$ cat config.mk
export PLATFORM = sky130hd
export DESIGN_NAME = mdr_mem_interface
export DESIGN_NICKNAME = d
export VERILOG_FILES = /design/src/rtl/mdr_mem_interface_pkg.sv /design/src/rtl/mdr_mem_interface_reg_ld.sv /design/src/rtl/mdr_mem_interface.sv
export SDC_FILE = /design/constraint.sdc
export NUM_CORES = 1
export LEC_CHECK = 0
export ABC_AREA = 0
export ABC_CLOCK_PERIOD_IN_PS = 4300
export CAP_MARGIN = 20
export CORE_AREA = 2 2 85 87
export CTS_CLUSTER_DIAMETER = 30
export DETAILED_ROUTE_END_ITERATION = 16
export DIE_AREA = 0 0 87 89
export PLACE_DENSITY = 0.85
export SKIP_LAST_GASP = 1
export SYNTH_ARGS = -nofsm -noshare
export SYNTH_HDL_FRONTEND = slang
export SYNTH_SLANG_ARGS = --single-unit
$ cat constraint.sdc
create_clock -name clock -period 4.3 [get_ports clock]
set_input_delay 1.075 -clock clock [delete_from_list [all_inputs] [get_ports clock]]
set_output_delay 1.075 -clock clock [all_outputs]
set_load 0.1 [all_outputs]
$ cat src/rtl/mdr_mem_interface_pkg.sv
// Purpose: shared encodings and default widths for the memory-side datapath slice.
// Latency: n/a (declarations only).
// Backpressure: n/a.
package mdr_mem_interface_pkg;

    localparam int DEF_DATA_W = 32;
    localparam int DEF_ADDR_W = 9;

    // Memory handshake FSM states; the bus and control unit decode the same values.
    typedef enum logic [1:0] {
        IDLE    = 2'd0,
        RD_WAIT = 2'd1,
        WR_WAIT = 2'd2,
        DONE    = 2'd3
    } mem_state_t;

endpackage

$ cat src/rtl/mdr_mem_interface_reg_ld.sv
// Purpose: generic width-parameterised register with load enable (MAR, MDR).
// Latency: q follows d one edge after en is sampled high.
// Backpressure: none; holds its value whenever en is low.
// Ports: clock, clear (async active-low), en, d -> q.
module reg_ld #(
    parameter int WIDTH = 32
) (
    input  logic             clock,
    input  logic             clear,
    input  logic             en,
    input  logic [WIDTH-1:0] d,
    output logic [WIDTH-1:0] q
);

    always_ff @(posedge clock or negedge clear) begin
        if (!clear) begin
            q <= '0;
        end else if (en) begin
            q <= d;
        end
    end

endmodule

$ cat src/rtl/mdr_mem_interface.sv
// Purpose: MAR/MDR holding registers plus req/ack handshake to word-addressed memory.
// Latency: Read/Write sampled at edge N -> mem_req after N; earliest ack at N+1, done during N+1..N+2.
// Backpressure: waits on mem_ack up to TIMEOUT edges, then aborts with sticky err; bus loads ignored while waiting.
// Ports: clock/clear; BusMuxOut, MARin, MDRin, Read, Write from the datapath;
//        mem_rdata/mem_ack from memory; MDR_q to the bus; mem_addr/mem_wdata/mem_req/mem_we
//        to memory; busy/done/err status.
module mdr_mem_interface
    import mdr_mem_interface_pkg::*;
#(
    parameter int DATA_W  = DEF_DATA_W,
    parameter int ADDR_W  = DEF_ADDR_W,
    parameter int TIMEOUT = 15
) (
    input  logic              clock,
    input  logic              clear,
    input  logic [DATA_W-1:0] BusMuxOut,
    input  logic              MARin,
    input  logic              MDRin,
    input  logic              Read,
    input  logic              Write,
    input  logic [DATA_W-1:0] mem_rdata,
    input  logic              mem_ack,
    output logic [DATA_W-1:0] MDR_q,
    output logic [ADDR_W-1:0] mem_addr,
    output logic [DATA_W-1:0] mem_wdata,
    output logic              mem_req,
    output logic              mem_we,
    output logic              busy,
    output logic              done,
    output logic              err
);

    // Abort happens on the edge that would take the count to TIMEOUT.
    localparam logic [7:0] WAIT_LAST = 8'(TIMEOUT - 1);

    mem_state_t        state;
    logic [7:0]        wait_cnt;
    logic              load_window;
    logic              mar_en;
    logic              mdr_en;
    logic [DATA_W-1:0] mdr_d;
    logic [ADDR_W-1:0] mar_q;
    logic [DATA_W-1:0] mdr_q;

    // Bus loads are only honoured outside a transfer so MAR/MDR stay stable for memory.
    assign load_window = (state == IDLE) || (state == DONE);
    assign mar_en      = MARin && load_window;
    assign mdr_en      = (MDRin && load_window) || ((state == RD_WAIT) && mem_ack);
    assign mdr_d       = (state == RD_WAIT) ? mem_rdata : BusMuxOut;

    reg_ld #(.WIDTH(ADDR_W)) u_mar (
        .clock (clock),
        .clear (clear),
        .en    (mar_en),
        .d     (BusMuxOut[ADDR_W-1:0]),
        .q     (mar_q)
    );

    reg_ld #(.WIDTH(DATA_W)) u_mdr (
        .clock (clock),
        .clear (clear),
        .en    (mdr_en),
        .d     (mdr_d),
        .q     (mdr_q)
    );

    assign MDR_q     = mdr_q;
    assign mem_addr  = mar_q;
    assign mem_wdata = mdr_q;

    always_ff @(posedge clock or negedge clear) begin
        if (!clear) begin
            state    <= IDLE;
            wait_cnt <= '0;
            mem_req  <= 1'b0;
            mem_we   <= 1'b0;
            busy     <= 1'b0;
            done     <= 1'b0;
            err      <= 1'b0;
        end else begin
            done <= 1'b0;
            case (state)
                IDLE: begin
                    // Read has priority when both strobes arrive together.
                    if (Read) begin
                        state    <= RD_WAIT;
                        wait_cnt <= '0;
                        mem_req  <= 1'b1;
                        mem_we   <= 1'b0;
                        busy     <= 1'b1;
                    end else if (Write) begin
                        state    <= WR_WAIT;
                        wait_cnt <= '0;
                        mem_req  <= 1'b1;
                        mem_we   <= 1'b1;
                        busy     <= 1'b1;
                    end
                end
                RD_WAIT, WR_WAIT: begin
                    if (mem_ack) begin
                        state   <= DONE;
                        mem_req <= 1'b0;
                        mem_we  <= 1'b0;
                        busy    <= 1'b0;
                        done    <= 1'b1;
                    end else if (wait_cnt == WAIT_LAST) begin
                        // Give up: MDR untouched, no done pulse, err latched until reset.
                        state   <= IDLE;
                        mem_req <= 1'b0;
                        mem_we  <= 1'b0;
                        busy    <= 1'b0;
                        err     <= 1'b1;
                    end else begin
                        wait_cnt <= wait_cnt + 8'd1;
                    end
                end
                DONE: begin
                    state <= IDLE;
                end
                default: begin
                    state <= IDLE;
                end
            endcase
        end
    end

endmodule

# After elaboration in Yosys (flattened, before gate mapping)
# Index checks and enable logic that the tools add are counted.
# classes
n_reduce_logical	12
n_eq_ne	8
n_addsub	1
bitwise	1
muxes	20
# ops
cell	n
$mux W32	1
$mux W8	4
$pmux W8 S2	1
$add A8 B1 Y8 const B	1
$eq A8 B4 Y1 const B	1
$mux W2	4
$mux W1	7
$ne A3 B3 Y1 const B	2
$pmux W2 S3	1
$reduce_and A3 Y1	2
$eq A2 B2 Y1 const B	2
$ne A2 B2 Y1 const B	2
$pmux W1 S2	2
$reduce_and A4 Y1	1
$logic_and A1 B1 Y1	3
$eq A2 B1 Y1 const B	1
$logic_not A2 Y1	1
$logic_or A1 B1 Y1	2
$reduce_and A2 Y1	1
$reduce_bool A2 Y1	1
$reduce_or A2 Y1	1
$not A1 Y1	1
# totals
regBits	55
word_cells	50
in_bits	71

# Longest topological paths before layout
# Gate-level depths: netlist of run 1.
# depth
depth_word	4
mapped_depth	7
ltp_nobuf	6

# Cells and area by module
# From an unflattened synthesis of run 1, not the netlist that was laid out.
# unflattened
cells_unflattened	250
hier_area_um2	3245.6
# modules_own_cells
module	cells_each	area_per_inst_um2	instances	seq_area_each_um2
mdr_mem_interface	163	1529.0	1	350.3
reg_ld at u_mdr	68	1345.0	1	800.8
reg_ld at u_mar	19	371.6	1	225.2

# Worst setup path after synthesis of run 1
# OpenSTA, ideal clock, no wires.
# synth_timing
path_type	reg-to-output
from	register busy (netlist name)
to	output port mem_req
path_buffers	1
setup_slack_ns	1.869
required_ns	3.225
t_arrival_ns	1.356
stages_incl_launch_ff	2
cell_sequence	dfrtp_1 > buf_4
# synth_lines
element	line	source
end: declaration	mdr_mem_interface.sv:26	output logic mem_req,

# Worst setup path in the final report of run 1
# layout_timing
from	register u_mdr.q[20]
to	output port mem_wdata[20]
# layout_lines
element	line	source
start: declaration	mdr_mem_interface_reg_ld.sv:12	output logic [WIDTH-1:0] q
start signal: assignment	mdr_mem_interface_reg_ld.sv:17	q <= '0;
start signal: assignment	mdr_mem_interface_reg_ld.sv:19	q <= d;
end: declaration	mdr_mem_interface.sv:25	output logic [DATA_W-1:0] mem_wdata,
# No word-level cell between the ends.

==> results of run 1 <==
## metal layers
layer  GRT usage  part of all wire  up-vias
met5           0                 0        -
met4      0.0241           0.00056        0
met3      0.0499             0.065        2
met2       0.332              0.53       87
met1       0.209              0.41     1153
li1            -                 -     1169
## per-stage QoR
| step | instances | cell area (um^2) | util |
|---|---|---|---|
| 2_1_floorplan | 281 | 2870 | - |
| 3_3_place_gp | 466 | 4170 | 0.620 |
| 3_5_place_dp | 466 | 4170 | 0.620 |
| 4_1_cts | 473 | 4270 | 0.636 |
| 5_1_grt | 473 | 4270 | 0.636 |
| 6_report | 473 | 4270 | 0.636 |
## worst reg2reg max path, delay by kind of cell (launching register included)
family	cells	cell delay, ns
AOI/OAI and AO/OA	3	0.89
and+or+nand+nor	1	0.62
buffers and inverters	1	0.07
DFF	1	0.38
adders and majority gates	1	0.48
## sequential cells by signal (all words and copies together) (netlist names)
| register | flops |
|---|---|
| mem_we | 1 |
| busy | 1 |
| err | 1 |
| u_mar.q | 9 |
| done | 1 |
| state | 2 |
| wait_cnt | 8 |
| u_mdr.q | 32 |
## area by class of cell
cell class                 count  share of cell area
tap                           80              0.0234
timing repair buffer         151               0.351
clock buffer                   5              0.0161
inverter                       9             0.00790
sequential                    55               0.322
clock inverter                 2             0.00878
multi-input combinational    171               0.271
## logic make-up (layout without fill, tap and decap cells)
kind of cell             Yosys count  in the layout  synth area share
AO/OA/AOI/OAI                     66             66             0.143
adder cells (fa/ha/maj)            4              4            0.0174
flip-flops                        55             55             0.479
AND/OR/NAND/NOR                   60             60            0.0953
buffers and inverters             55            167             0.119
multiplexers                      41             41             0.147
## worst max path at each step
stage / from / endpoint / depth (start not counted)
floorplan: busy / mem_req / 1
global placement: mem_ack / wait_cnt[1] / 5
detailed placement: mem_ack / wait_cnt[1] / 5
CTS: u_mdr.q[7] / mem_wdata[7] / 1
global route: mem_ack / wait_cnt[1] / 5
finish: u_mdr.q[20] / mem_wdata[20] / 1
## cell usage in the layout (no fill, tap or decap), types with 3 or more instances in the layout
| cell type | n |
|---|---|
| o21ai_1 | 26 |
| clkdlybuf4s50_1 | 147 |
| a21oi_1 | 6 |
| buf_4 | 3 |
| inv_1 | 9 |
| mux2i_1 | 32 |
| mux2_2 | 9 |
| nand2_1 | 41 |
| o21ai_0 | 10 |
| a31oi_1 | 7 |
| ha_1 | 3 |
| dfrtp_1 | 55 |
| nor2_1 | 5 |
| clkbuf_8 | 5 |
| o211ai_1 | 3 |
==> results.toml, run 1 <==
[status]
status = "finished clean"

[cts]
cts.sinks = 55
cts_setup_buffers = 0
clock_latency_ns = 0.29
root_buffer = "clkbuf_8"
htree_num_levels = 2
cts-hold-fix-buffers = 0
cts_tree = "built"
clkTransAtPathRegs_ns = 0.10
cts.path.max_buffers = 2
cts_buffers = 5
cts_resized = 0

[cells_and_area]
nets = 468
drive_above_1_share = 0.0662
multiInputGateArea_um2 = 1160
seqCellArea_um2 = 1380
nFillCells = 553
antennaDiodeCount = 0
area_delta_synth_final_pct = 48.7

[die]
start_util = 0.428
die_h_um = 89
rows = 30
num_io_pins = 149
fp.coreArea_um2 = 6720
die_w_um = 87
die-area_um2 = 7740

[sta]
hold_ws_ns = 0.506
fin_tns_setup_ns = 0
max_slew.worst_pin.slew_ns = 1.13
hold_viol = 0
finalCriticalPeriod_ns = 2.94
max_freq_mhz = 340
finalClockSkew_ns = 0.00632
relSlewSlack = 0.247
setup_ws_ns = 1.36
finalSetupViolCount = 0
period_share = 0.684
rsz0062_at_grt = "false"
drv_slew = 0

[yosys]
ys_dominant_reg_cell = "dfrtp_1"
netlist_area_um2 = 2870
post_synth_num_cell_types = 38
ys_ff_latch = 55
synth_top_cell_by_area = "dfrtp_1"
avgSynthCellArea_um2 = 10.2
yosysTopAreaCellShare = 0.479
seq_area_frac_synth = 0.479
synth_edf_count = 0
ys_top_cells_by_area = "dfrtp_1, mux2i_1, buf_4"
synth.most_common_cell = "dfrtp_1"
synth_common_cells = "dfrtp_1, nand2_1, buf_4, mux2i_1, o21ai_1"
yosys_warnings = 0
syn_nets = 356
ys_async_sr_fraction = 1.00
synth_cells = 281

[setup_path]
crit_family = "buffers and inverters"
critical_path_required_ns = 3.22
worstSetupEndpointType = "output pin"
cp.buffers_inverters = 1
crit_type = "flop to output pin"
cp.arrival_ns = 1.87
start_kind = "flop"
r2r_slack_ns = 1.71
r2r.worst_path.cells = 6
r2r_start = "state[1]"
slowest_stage = "clkdlybuf4s50_1"
slowest_delay_ns = 1.15
critPathMaxFanout = 3
cp_cell_sequence = "clkdlybuf4s50_1"
rr_endpoint = "wait_cnt[1]"

[global_route]
gr-usage-all-layers = 0.178
grt_pass1_vias = 2349
grt_max_degree = 53
antenna_found_initial = 0
gr-total-overflow = 0
grt_pass1_wl_um = 11000

[routing]
drtAntennaViolNets = 0
num_vias = 2411
routed_via_density = 5.10
routedWlPerCell_um = 15.1
route.detailed.drc = 0
wl_um = 7160
drt_first_pass_iters = 4
drtIter0Drc = 50

[min_path]
hp-class = "flop to flop"
hp-start = "err"
hold_path_depth = 1
min_to = "err"

[flow_run]
maxCapViolCount = 0

[placement]
hpwlAfterDp_um = 5480
numPortBuffers = 148
gp_congestion = 0.875
dpl_worst_slack_ns = 1.17
Power of run 1 is left out: the tool's default activity adds up to more than one toggle a clock period on the data nets, which glitch-free logic cannot reach.
==> run 2, diff against run 1 <==
--- a/config.mk
+++ b/config.mk
@@ -6,13 +6,13 @@
 export NUM_CORES = 1
 export LEC_CHECK = 0
 export ABC_AREA = 0
-export ABC_CLOCK_PERIOD_IN_PS = 4300
+export ABC_CLOCK_PERIOD_IN_PS = 2800
 export CAP_MARGIN = 20
-export CORE_AREA = 2 2 85 87
+export CORE_AREA = 2 2 88 90
 export CTS_CLUSTER_DIAMETER = 30
 export DETAILED_ROUTE_END_ITERATION = 16
-export DIE_AREA = 0 0 87 89
-export PLACE_DENSITY = 0.85
+export DIE_AREA = 0 0 90 92
+export PLACE_DENSITY = 0.8
 export SKIP_LAST_GASP = 1
 export SYNTH_ARGS = -nofsm -noshare
 export SYNTH_HDL_FRONTEND = slang
==> constraint.sdc (replaced) <==
create_clock -name clock -period 2.8 [get_ports clock]
set_input_delay 0.7 -clock clock [delete_from_list [all_inputs] [get_ports clock]]
set_output_delay 0.7 -clock clock [all_outputs]
set_load 0.1 [all_outputs]
==> run 2 against run 1 <==
Final cell count up 5.5%. Via count up 1.1%. Cell area down 2.8%. Utilization fell by 7.8 points. Non-clock buffer count grew 3. Routed wire length is 0.77% lower. First-iteration DRC count increased by 92%. Global-route usage decreased by 0.79 points. Die area up 6.9%. Flip-flop and latch count unchanged. Clock skew down 0.0032 ns. Setup slack lost 0.64 ns. Critical endpoint is now wait_cnt[7].
==> results.toml, run 2 (synthesis gave the netlist of run 1 again) <==
[status]
status = "finished clean"

[sta]
finalClockSkew_ns = 0.00316
setup_ws_ns = 0.716
hold_viol = 0
relSlewSlack = 0.525
hold_ws_ns = 0.497
period_share = 0.744
max_slew.worst_pin.slew_ns = 0.713
drv_slew = 0
fin_tns_setup_ns = 0
finalSetupViolCount = 0
max_freq_mhz = 480
rsz0062_at_grt = "false"
finalCriticalPeriod_ns = 2.08

[die]
num_io_pins = 149
die_w_um = 90
die-area_um2 = 8280
start_util = 0.386
die_h_um = 92
fp.coreArea_um2 = 7450
rows = 32

[flow_run]
maxCapViolCount = 0

[cells_and_area]
nFillCells = 647
top_regs = "u_mdr.q (32), u_mar.q (9), wait_cnt (8)"
stdcell_count = 499
largest_reg_flops = 32
nets = 471
final_cell_mix = "buf_4, clkdlybuf4s50_1, dfrtp_1, nand2_1, mux2i_1"
area_delta_synth_final_pct = 44.5
seqCellArea_um2 = 1380
drive_above_1_share = 0.272
antennaDiodeCount = 0
top_register = "u_mdr.q"
layout_commonest_cell = "buf_4"
multiInputGateArea_um2 = 1160

[cts]
cts_setup_buffers = 0
cts_resized = 0
clock_latency_ns = 0.30
htree_num_levels = 2
cts_buffers = 5
root_buffer = "clkbuf_8"
cts_tree = "built"
cts.path.max_buffers = 2
clkTransAtPathRegs_ns = 0.09
cts-hold-fix-buffers = 0
cts.sinks = 55

[routing]
met1_length_um = 2900
drtIter0Drc = 96
routedWlPerCell_um = 14.2
route.detailed.drc = 0
dr_wl_met2_um = 3600
num_vias = 2438
drtAntennaViolNets = 0
drt_first_pass_iters = 4
wl_um = 7100
routed_via_density = 4.89
routed.top_layer = "met4"
route.met3.wl_um = 552

[setup_path]
crit_type = "flop to flop"
cp.arrival_ns = 2.27
r2r_slack_ns = 0.72
start_kind = "flop"
critical_path_required_ns = 2.99
worstSetupEndpointType = "flop"
critPathMaxFanout = 12

[global_route]
gr-usage-all-layers = 0.170
grt_pass1_vias = 2440
grt_max_degree = 56
antenna_found_initial = 0
gr-total-overflow = 0
grt_pass1_wl_um = 11600

[placement]
dp_cells = 491
gp_congestion = 0.813
dpl_worst_slack_ns = 0.470
numPortBuffers = 148
hpwlAfterDp_um = 5390

[min_path]
hp-class = "flop to flop"
run 2: area by class of cell:
| type | count | share of cell area |
|---|---|---|
| Sequential cell | 55 | 0.331 |
| Clock inverter | 2 | 0.00844 |
| Clock buffer | 6 | 0.0199 |
| Tap cell | 102 | 0.0307 |
| Multi-Input combinational cell | 171 | 0.279 |
| Timing Repair Buffer | 154 | 0.322 |
| Inverter | 9 | 0.00813 |
run 2: per-stage QoR:
step | util | instance area, um^2
after global placement | 0.542 | 4040
after floorplan | - | 2870
after global routing | 0.558 | 4150
after CTS | 0.558 | 4150
after detailed placement | 0.542 | 4040
final | 0.558 | 4150
run 2: worst max-delay path, cell delays in order (launching register included):
cell     delay [ns]
dfrtp_1        0.36
inv_1          0.06
ha_1           0.51
nor2b_1        0.41
buf_4          0.22
nand4_1        0.11
o21ai_0        0.20
a31oi_1        0.10
run 2: path summary, 6_finish.rpt:
check,endpoint,startpoint,depth (start not counted)
hold reg to reg,err,err,1
setup / recovery,wait_cnt[7],state[0],7
min in group asynchronous,u_mdr.q[28],clear,2
hold / removal,err,err,1
setup reg to reg,wait_cnt[7],state[0],7
max in group asynchronous,u_mdr.q[8],clear,2
run 2: routing by layer:
layer  GRT usage  vias to the layer above
li1            -                     1177
met1       0.210                     1145
met2       0.305                      110
met3      0.0435                        6
met4      0.0308                        0
met5           0                        -
Power of run 2 is left out for the same reason.
